File: config.mk
export PLATFORM = sky130hd
export DESIGN_NAME = obstacle_spawn_scheduler
export DESIGN_NICKNAME = d
export VERILOG_FILES = /design/src/rtl/obstacle_spawn_pkg.sv /design/src/rtl/obstacle_spawn_scheduler_tick_down_counter.sv /design/src/rtl/obstacle_spawn_scheduler.sv
export SDC_FILE = /design/constraint.sdc
export NUM_CORES = 1
export LEC_CHECK = 0
export BUFFER_PORTS_ARGS = -buffer_cell sky130_fd_sc_hd__buf_2
export CAP_MARGIN = 5
export CORE_AREA = 2 2 57 59
export CTS_BUF_LIST = sky130_fd_sc_hd__clkbuf_4
export DETAILED_ROUTE_END_ITERATION = 12
export DIE_AREA = 0 0 59 61
export GPL_TIMING_DRIVEN = 0
export SETUP_SLACK_MARGIN = 0.5
export SYNTH_ARGS = -nofsm -noshare
export SYNTH_HDL_FRONTEND = slang
export SYNTH_SLANG_ARGS = --single-unit
File: constraint.sdc
create_clock -name clk -period 4.45 [get_ports clk]
set_clock_uncertainty 0.1 [all_clocks]
set_input_delay 0.6675 -clock clk [delete_from_list [all_inputs] [get_ports clk]]
set_output_delay 0.6675 -clock clk [all_outputs]
set_load 0.01 [all_outputs]
File: src/rtl/obstacle_spawn_pkg.sv
// obstacle_spawn_pkg
// Shared types and constants for the obstacle spawn scheduler.
//   state_t      : scheduler FSM states
//   CNT_W        : interval counter width
//   LOW_FILL     : constant low nibble of every interval
//   SPAWN_CNT_W  : width of the accepted-spawn statistics counter
//   interval_of  : composes the interval loaded for a given LFSR nibble
package obstacle_spawn_pkg;

    localparam int         CNT_W       = 12;
    localparam int         SPAWN_CNT_W = 8;
    localparam logic [3:0] LOW_FILL    = 4'b1111;

    typedef enum logic [1:0] {
        IDLE  = 2'd0,
        LOAD  = 2'd1,
        COUNT = 2'd2,
        REQ   = 2'd3
    } state_t;

    // The random nibble sits above a fixed low fill, so the interval is
    // never below 15 ticks and the countdown can never underflow.
    function automatic logic [CNT_W-1:0] interval_of(input logic [3:0] rand_nib);
        return {{(CNT_W-8){1'b0}}, rand_nib, LOW_FILL};
    endfunction

endpackage

File: src/rtl/obstacle_spawn_scheduler_tick_down_counter.sv
// tick_down_counter
// Loadable down counter that decrements on qualified ticks.
//   clk, reset : clock and synchronous active-high reset
//   load       : load load_value (has priority over tick_en)
//   load_value : value to load
//   tick_en    : qualified tick; decrement by one
//   count      : current count
//   expire     : final tick of the interval (count==1 && tick_en)
module tick_down_counter
    import obstacle_spawn_pkg::*;
(
    input  logic             clk,
    input  logic             reset,
    input  logic             load,
    input  logic [CNT_W-1:0] load_value,
    input  logic             tick_en,
    output logic [CNT_W-1:0] count,
    output logic             expire
);

    assign expire = tick_en && (count == CNT_W'(1));

    // NOTE: registers are assigned with <= so every flop samples the
    // pre-edge values; blocking assignments here would create ordering races.
    always_ff @(posedge clk) begin
        if (reset) begin
            count <= '0;
        end else if (load) begin
            count <= load_value;
        end else if (tick_en && (count != '0)) begin
            count <= count - CNT_W'(1);
        end
    end

endmodule

File: src/rtl/obstacle_spawn_scheduler.sv
// obstacle_spawn_scheduler
// Turns the LFSR nibble into timed obstacle spawn requests.
//   clk, reset  : clock and synchronous active-high reset
//   en          : game running; 0 pauses the countdown
//   tick        : one-cycle frame tick
//   rand_nib    : current LFSR output nibble
//   lfsr_step   : one-cycle strobe advancing the LFSR (once per interval)
//   spawn_req   : registered level request, held until spawn_ack
//   spawn_ack   : obstacle engine accepts the request
//   remaining   : ticks left in the current interval
//   spawn_count : accepted spawns, wrapping
module obstacle_spawn_scheduler
    import obstacle_spawn_pkg::*;
(
    input  logic                   clk,
    input  logic                   reset,
    input  logic                   en,
    input  logic                   tick,
    input  logic [3:0]             rand_nib,
    output logic                   lfsr_step,
    output logic                   spawn_req,
    input  logic                   spawn_ack,
    output logic [CNT_W-1:0]       remaining,
    output logic [SPAWN_CNT_W-1:0] spawn_count
);

    state_t state;
    state_t state_next;
    logic   cnt_load;
    logic   cnt_tick;
    logic   cnt_expire;

    // Ticks only count in COUNT while enabled; ticks in LOAD or REQ are dropped.
    assign cnt_load = (state == LOAD);
    assign cnt_tick = (state == COUNT) && tick && en;

    // The LFSR advances on the same edge that captures its current nibble,
    // so each interval consumes exactly one fresh value.
    assign lfsr_step = (state == LOAD);

    tick_down_counter u_counter (
        .clk        (clk),
        .reset      (reset),
        .load       (cnt_load),
        .load_value (interval_of(rand_nib)),
        .tick_en    (cnt_tick),
        .count      (remaining),
        .expire     (cnt_expire)
    );

    always_ff @(posedge clk) begin
        if (reset) begin
            state <= IDLE;
        end else begin
            state <= state_next;
        end
    end

    // NOTE: state_next gets a default before the case so every path assigns
    // it and no latch is inferred.
    always_comb begin
        state_next = state;
        unique case (state)
            IDLE:    if (en) state_next = LOAD;
            LOAD:    state_next = COUNT;
            COUNT:   if (cnt_expire) state_next = REQ;
            REQ:     if (spawn_ack) state_next = LOAD;
            default: state_next = IDLE;
        endcase
    end

    // spawn_req is a flop fed from the next state, so it is high exactly
    // while the FSM sits in REQ and is glitch-free towards the engine.
    always_ff @(posedge clk) begin
        if (reset) begin
            spawn_req   <= 1'b0;
            spawn_count <= '0;
        end else begin
            spawn_req <= (state_next == REQ);
            // Acks outside REQ are ignored; REQ is left on the first ack,
            // so only one ack is ever accepted per request.
            if ((state == REQ) && spawn_ack) begin
                spawn_count <= spawn_count + SPAWN_CNT_W'(1);
            end
        end
    end

endmodule

After elaboration in Yosys (flattened, before gate mapping)
Index checks and enable logic that the tools add are counted.
{"block": "word_totals", "ff_bits": 23, "latch_bits": 0, "mem_bits_rw": 0, "mem_bits_ro": 0, "wordCells": 27, "memories": 0}
{"block": "op_classes", "n_addsub": 2, "n_mul": 0, "div": 0, "n_lt_le_gt_ge": 0, "n_eq_ne": 5, "shifts": 0, "muxes": 6, "bitwise": 0, "n_reduce_logical": 9}
{"operator": "$mux W8", "count": 2}
{"operator": "$eq A12 B1 Y1 const B", "count": 1}
{"operator": "$reduce_bool A12 Y1", "count": 1}
{"operator": "$sub A12 B1 Y12 const B", "count": 1}
{"operator": "$add A8 B1 Y8 const B", "count": 1}
{"operator": "$pmux W2 S4", "count": 1}
{"operator": "$eq A2 B2 Y1 const B", "count": 3}
{"operator": "$mux W2", "count": 3}
{"operator": "$logic_and A1 B1 Y1", "count": 5}
{"operator": "$eq A2 B1 Y1 const B", "count": 1}
{"operator": "$logic_not A2 Y1", "count": 1}
{"operator": "$reduce_bool A2 Y1", "count": 1}
{"operator": "$reduce_or A2 Y1", "count": 1}

Depth between registers and ports, before layout
{"block": "depth", "depth_word": 7, "ltp_mapped": 6}

Modules after synthesis
A second synthesis with hierarchy kept.
{"block": "hier_totals", "hier_cells": 154, "area_unflattened_um2": 1342.5}
{"mod": "tick_down_counter", "n_inst": 1, "cells_each": 98, "area_each_um2": 838.3, "seq_area_each_um2": 240.2}
{"mod": "obstacle_spawn_scheduler", "n_inst": 1, "cells_each": 56, "area_each_um2": 504.2, "seq_area_each_um2": 220.2}

Worst setup path after synthesis
No wires, ideal clock.
{"block": "synth_path", "path_kind": "input port to flip-flop", "startpoint": "input tick", "endpoint": "register u_counter.count[7]", "setup_time_ns": 0.088, "arrival_ns": 1.683, "required_time_ns": 4.262, "setup_slack_ns": 2.579, "stages": 5, "path_buffers": 1, "cell_sequence": "and4b_1 buf_2 nand3_2 or3b_1 a311oi_2"}
{"block": "synth_via", "elab_chain_cells": 4}
{"element": "start: declaration", "line": "obstacle_spawn_scheduler.sv:18", "source": "input logic tick,"}
{"element": "$logic_and A1 B1 Y1 (2 in series)", "line": "obstacle_spawn_scheduler.sv:35", "source": "assign cnt_tick = (state == COUNT) && tick && en;"}
{"element": "$logic_and A1 B1 Y1", "line": "obstacle_spawn_scheduler_tick_down_counter.sv:30", "source": "end else if (tick_en && (count != '0)) begin"}
{"element": "$reduce_bool A2 Y1 (no line)"}
{"element": "end signal: assignment", "line": "obstacle_spawn_scheduler_tick_down_counter.sv:29", "source": "count <= load_value;"}
{"element": "end signal: assignment", "line": "obstacle_spawn_scheduler_tick_down_counter.sv:31", "source": "count <= count - CNT_W'(1);"}
{"element": "end: declaration", "line": "obstacle_spawn_scheduler_tick_down_counter.sv:17", "source": "output logic [CNT_W-1:0] count,"}
Every way passes these cells.
A chain may end at the register's enable or synchronous reset.

Worst setup path after layout
{"block": "layout_path", "startpoint": "register state[1]", "endpoint": "output lfsr_step"}
{"block": "layout_via", "elab_chain_cells": 1}
{"element": "start: declaration", "line": "obstacle_spawn_scheduler.sv:27", "source": "state_t state;"}
{"element": "start signal: assignment", "line": "obstacle_spawn_scheduler.sv:55", "source": "state <= state_next;"}
{"element": "$eq A2 B1 Y1", "line": "obstacle_spawn_scheduler.sv:39", "source": "assign lfsr_step = (state == LOAD);"}
{"element": "end: declaration", "line": "obstacle_spawn_scheduler.sv:20", "source": "output logic lfsr_step,"}
Every way passes these cells.

==> metrics.md <==
| Metric | Value |
|---|---|
| Initial cell density of the core | `38.9%` |
| F_max | `slightly above 0.4 GHz` |
| CP Launch Type | `flip-flop` |
| Hold Crit Start | `u_counter.count[11]` |
| Clock H-tree levels | `1` |
| Unrepaired setup endpoints after global routing | `no` |
| Initial DRC Count | `18` |
| GR Overflow Total | `0` |
| CTS tree | `yes` |
| Layout cells sized above 1 | `approximately a quarter` |
| Setup TNS | `0 ns` |
| Clock share of power | `between 20 and 25%` |
| Reg2Reg Capture Point | `u_counter.count[2]` |
| Asr flop ratio synth | `0%` |
| Core Footprint | `about 3000 µm²` |
| Synth unique cells | `38` |
| Hold Crit Depth | `2` |
| Post-Layout Cell Count | `195` |
| WP data required | `between 3 and 4 ns` |
| DP HPWL | `1910 µm` |
| I/O Buffers | `29` |
| Crit Path Category | `flip-flop to primary output` |
| Post-CTS sizing | `0` |
| Ranking of synthesized cells by area | `dfxtp_1 (40%), nor2_1 (6.5%), xor2_1 (4.6%)` |
| R2r setup slk | `~2.4 ns` |
| R2r startpoint | `u_counter.count[0]` |
| Worst Hold Class | `flip-flop to flip-flop` |
| Worst skew pair latency | `around 0.32 ns` |
| Leakage | `0.000592 µW` |
| Residual DRC | `0` |
| Reg area | `around 460 µm²` |
| Critical Path Source | `state[1]` |
| Comb pwr share | `roughly 20%` |
| Vias post-DR | `approximately 1100` |
| Row count | `20` |
| Fraction of power consumed by sequential logic | `55.3%` |
| #FFs+latches synth | `23` |
| Period minus WS final | `between 2 and 2.5 ns` |
| Root Buffer | `clkbuf_4` |
| Post-CTS Setup Inserts | `0` |
| Share of the synthesized area in the top cell type | `40.1%` |
| Fill cell count | `304` |
| Vias per Instance | `between 5 and 6` |
| Synth-to-Final Area Change | `18.8%` |
| DR pass1 iterations | `4` |
| Largest net degree at the start of global routing | `13` |
| Switch share | `between 30% and 40%` |
| P per Cell Area | `306 nW/µm²` |
| Vias in the first global route | `between 900 and 1000` |
| Total Die Area | `between 3000 and 4000 µm²` |
| Routed len/inst | `about 13 µm` |
| Most frequent cells after synthesis | `dfxtp_1 (23), nor2_1 (20), nand4_1 (8), nor3_1 (8), xor2_1 (6)` |
| # setup viols final | `0` |
| Clock Pin Slew Worst Setup and Hold Paths | `0.11 ns` |
| Multi-input gate area | `between 600 and 700 µm²` |
| Period utilisation layout | `a little over half` |
| RD Place Congestion | `around 0.77` |
| Die Wd | `around 60 µm` |
| R2R cell count | `6` |
| Syn Nets | `142` |
| Critical path fanouts, max | `10` |
| Nets | `between 150 and 200` |
| Hold EP | `u_counter.count[11]` |
| Power Internal | `around 290 µW` |
| All-Layer GR Usage | `between 15 and 20%` |
| IO Pins | `31` |
| Die Ht | `around 61 µm` |
| First-pass GRT wire length | `about 4300 µm` |
| Initial antenna violation count | `0` |
| Ys flop type | `dfxtp_1` |
| Avg Cell Area, Syn | `8.90 µm²` |
| Max-slew headroom | `around two thirds` |
| Max Cap Viol | `0` |
| Critical path data arrival time | `between 1.5 and 2 ns` |
| DRT antenna net count | `0` |
| Worst-Margin Slew | `~0.48 ns` |
| Final slew viol count | `0` |
| YS warnings | `0` |
| EDFF count, synth | `0` |
| Routed WL | `~2600 µm` |
| Power, Total | `around 420 µW` |
| Worst VDD drop | `about 0.00011 V` |
| Crit end category | `primary output` |
| Seq/Total Area, Yosys | `40.1%` |
| Outcome | `completed` |
| Clk sinks | `23` |
| Num CTS Buffers | `3` |
| Most used standard cell by instance count after synthesis | `dfxtp_1` |
| Yosys top cell by area | `dfxtp_1` |
| Clock Tree Buf Depth | `2` |
| Mapped Cells | `129` |
| Hold Buf Count CTS | `0` |
| Fin. Hold Viols | `0` |
| Area of the mapped netlist | `between 1000 and 1500 µm²` |
| Ant. Diodes | `0` |
| Switch Pwr | `between 100 and 150 µW` |
| Placed Cells | `191` |
## metrics by stage
step | cell area, µm² | setup slack (ns) | utilization, % | hold WS (ns)
after floorplan | 1150 | 2.58 | - | 0.407
after detailed placement | 1340 | 2.36 | 45.2 | 0.413
final | 1370 | 2.01 | 46.2 | 0.424
after global routing | 1370 | 1.89 | 46.2 | 0.451
after global placement | 1340 | 2.36 | 45.2 | 0.391
after CTS | 1370 | 2.00 | 46.2 | 0.431
## placed cells by master, fill, tap and decap left out, types with 3 or more instances in the layout
master,instances
nor2_1,20
ha_1,4
clkbuf_1,4
nand2b_1,4
a21oi_1,4
and3_1,5
nand4_1,8
buf_2,30
nand2_1,3
xor2_1,6
clkbuf_4,4
nor3_1,8
inv_1,3
a211oi_1,4
dfxtp_1,23
## sequential cells by signal (all words and copies together) (netlist names)
register / count
u_counter.count: 12
spawn_req: 1
spawn_count: 8
state: 2
## layer usage
layer / vias to the layer above / routed length, µm / GRT usage, %
li1: 545 / - / -
met2: 26 / 1250 / 26.7
met4: 0 / 46 / 7.79
met1: 502 / 1140 / 19.1
met3: 6 / 138 / 2.77
met5: - / 0 / 0
## worst max-delay path by stage
stage / to / slack (ns)
2_1_floorplan: u_counter.count[7] / 2.58
3_3_place_gp: lfsr_step / 2.36
3_5_place_dp: u_counter.count[7] / 2.36
4_1_cts: lfsr_step / 2.00
5_1_grt: lfsr_step / 1.89
6_report: lfsr_step / 2.01
## layout make-up
type,count,share of cell area [%]
multi-input cells,98,48.1
repair buffers,29,10.6
inverters,3,0.825
clock buffers,4,2.20
well taps,33,3.02
flip-flops and latches,23,33.7
plain buffers,5,1.47
## power groups by stage
stage	sequential, µW	clock (µW)	combinational [µW]
2_1_floorplan	236	0	54.6
3_3_place_gp	235	0	81.7
3_5_place_dp	235	0	83.0
4_1_cts	231	106	83.8
5_1_grt	233	113	93.6
6_report	231	104	82.9
## kinds of logic (layout without fill, tap and decap cells)
logic type	Yosys count	in the layout	share of synthesized area, %
flops	23	23	40.1
buf+inv	8	41	2.72
xor+xnor	7	7	5.34
compound gates	19	19	12.2
fa+ha+maj	4	4	4.36
simple gates	66	66	33.6
mux	2	2	1.74
## worst max-delay path, stage by stage, from the launching register on
cell and delay (ns):
dfxtp_1 0.44, nand2b_1 0.13, clkbuf_1 0.37, inv_1 0.22, buf_2 0.20
No activity file was read; power rests on OpenSTA's default activity.
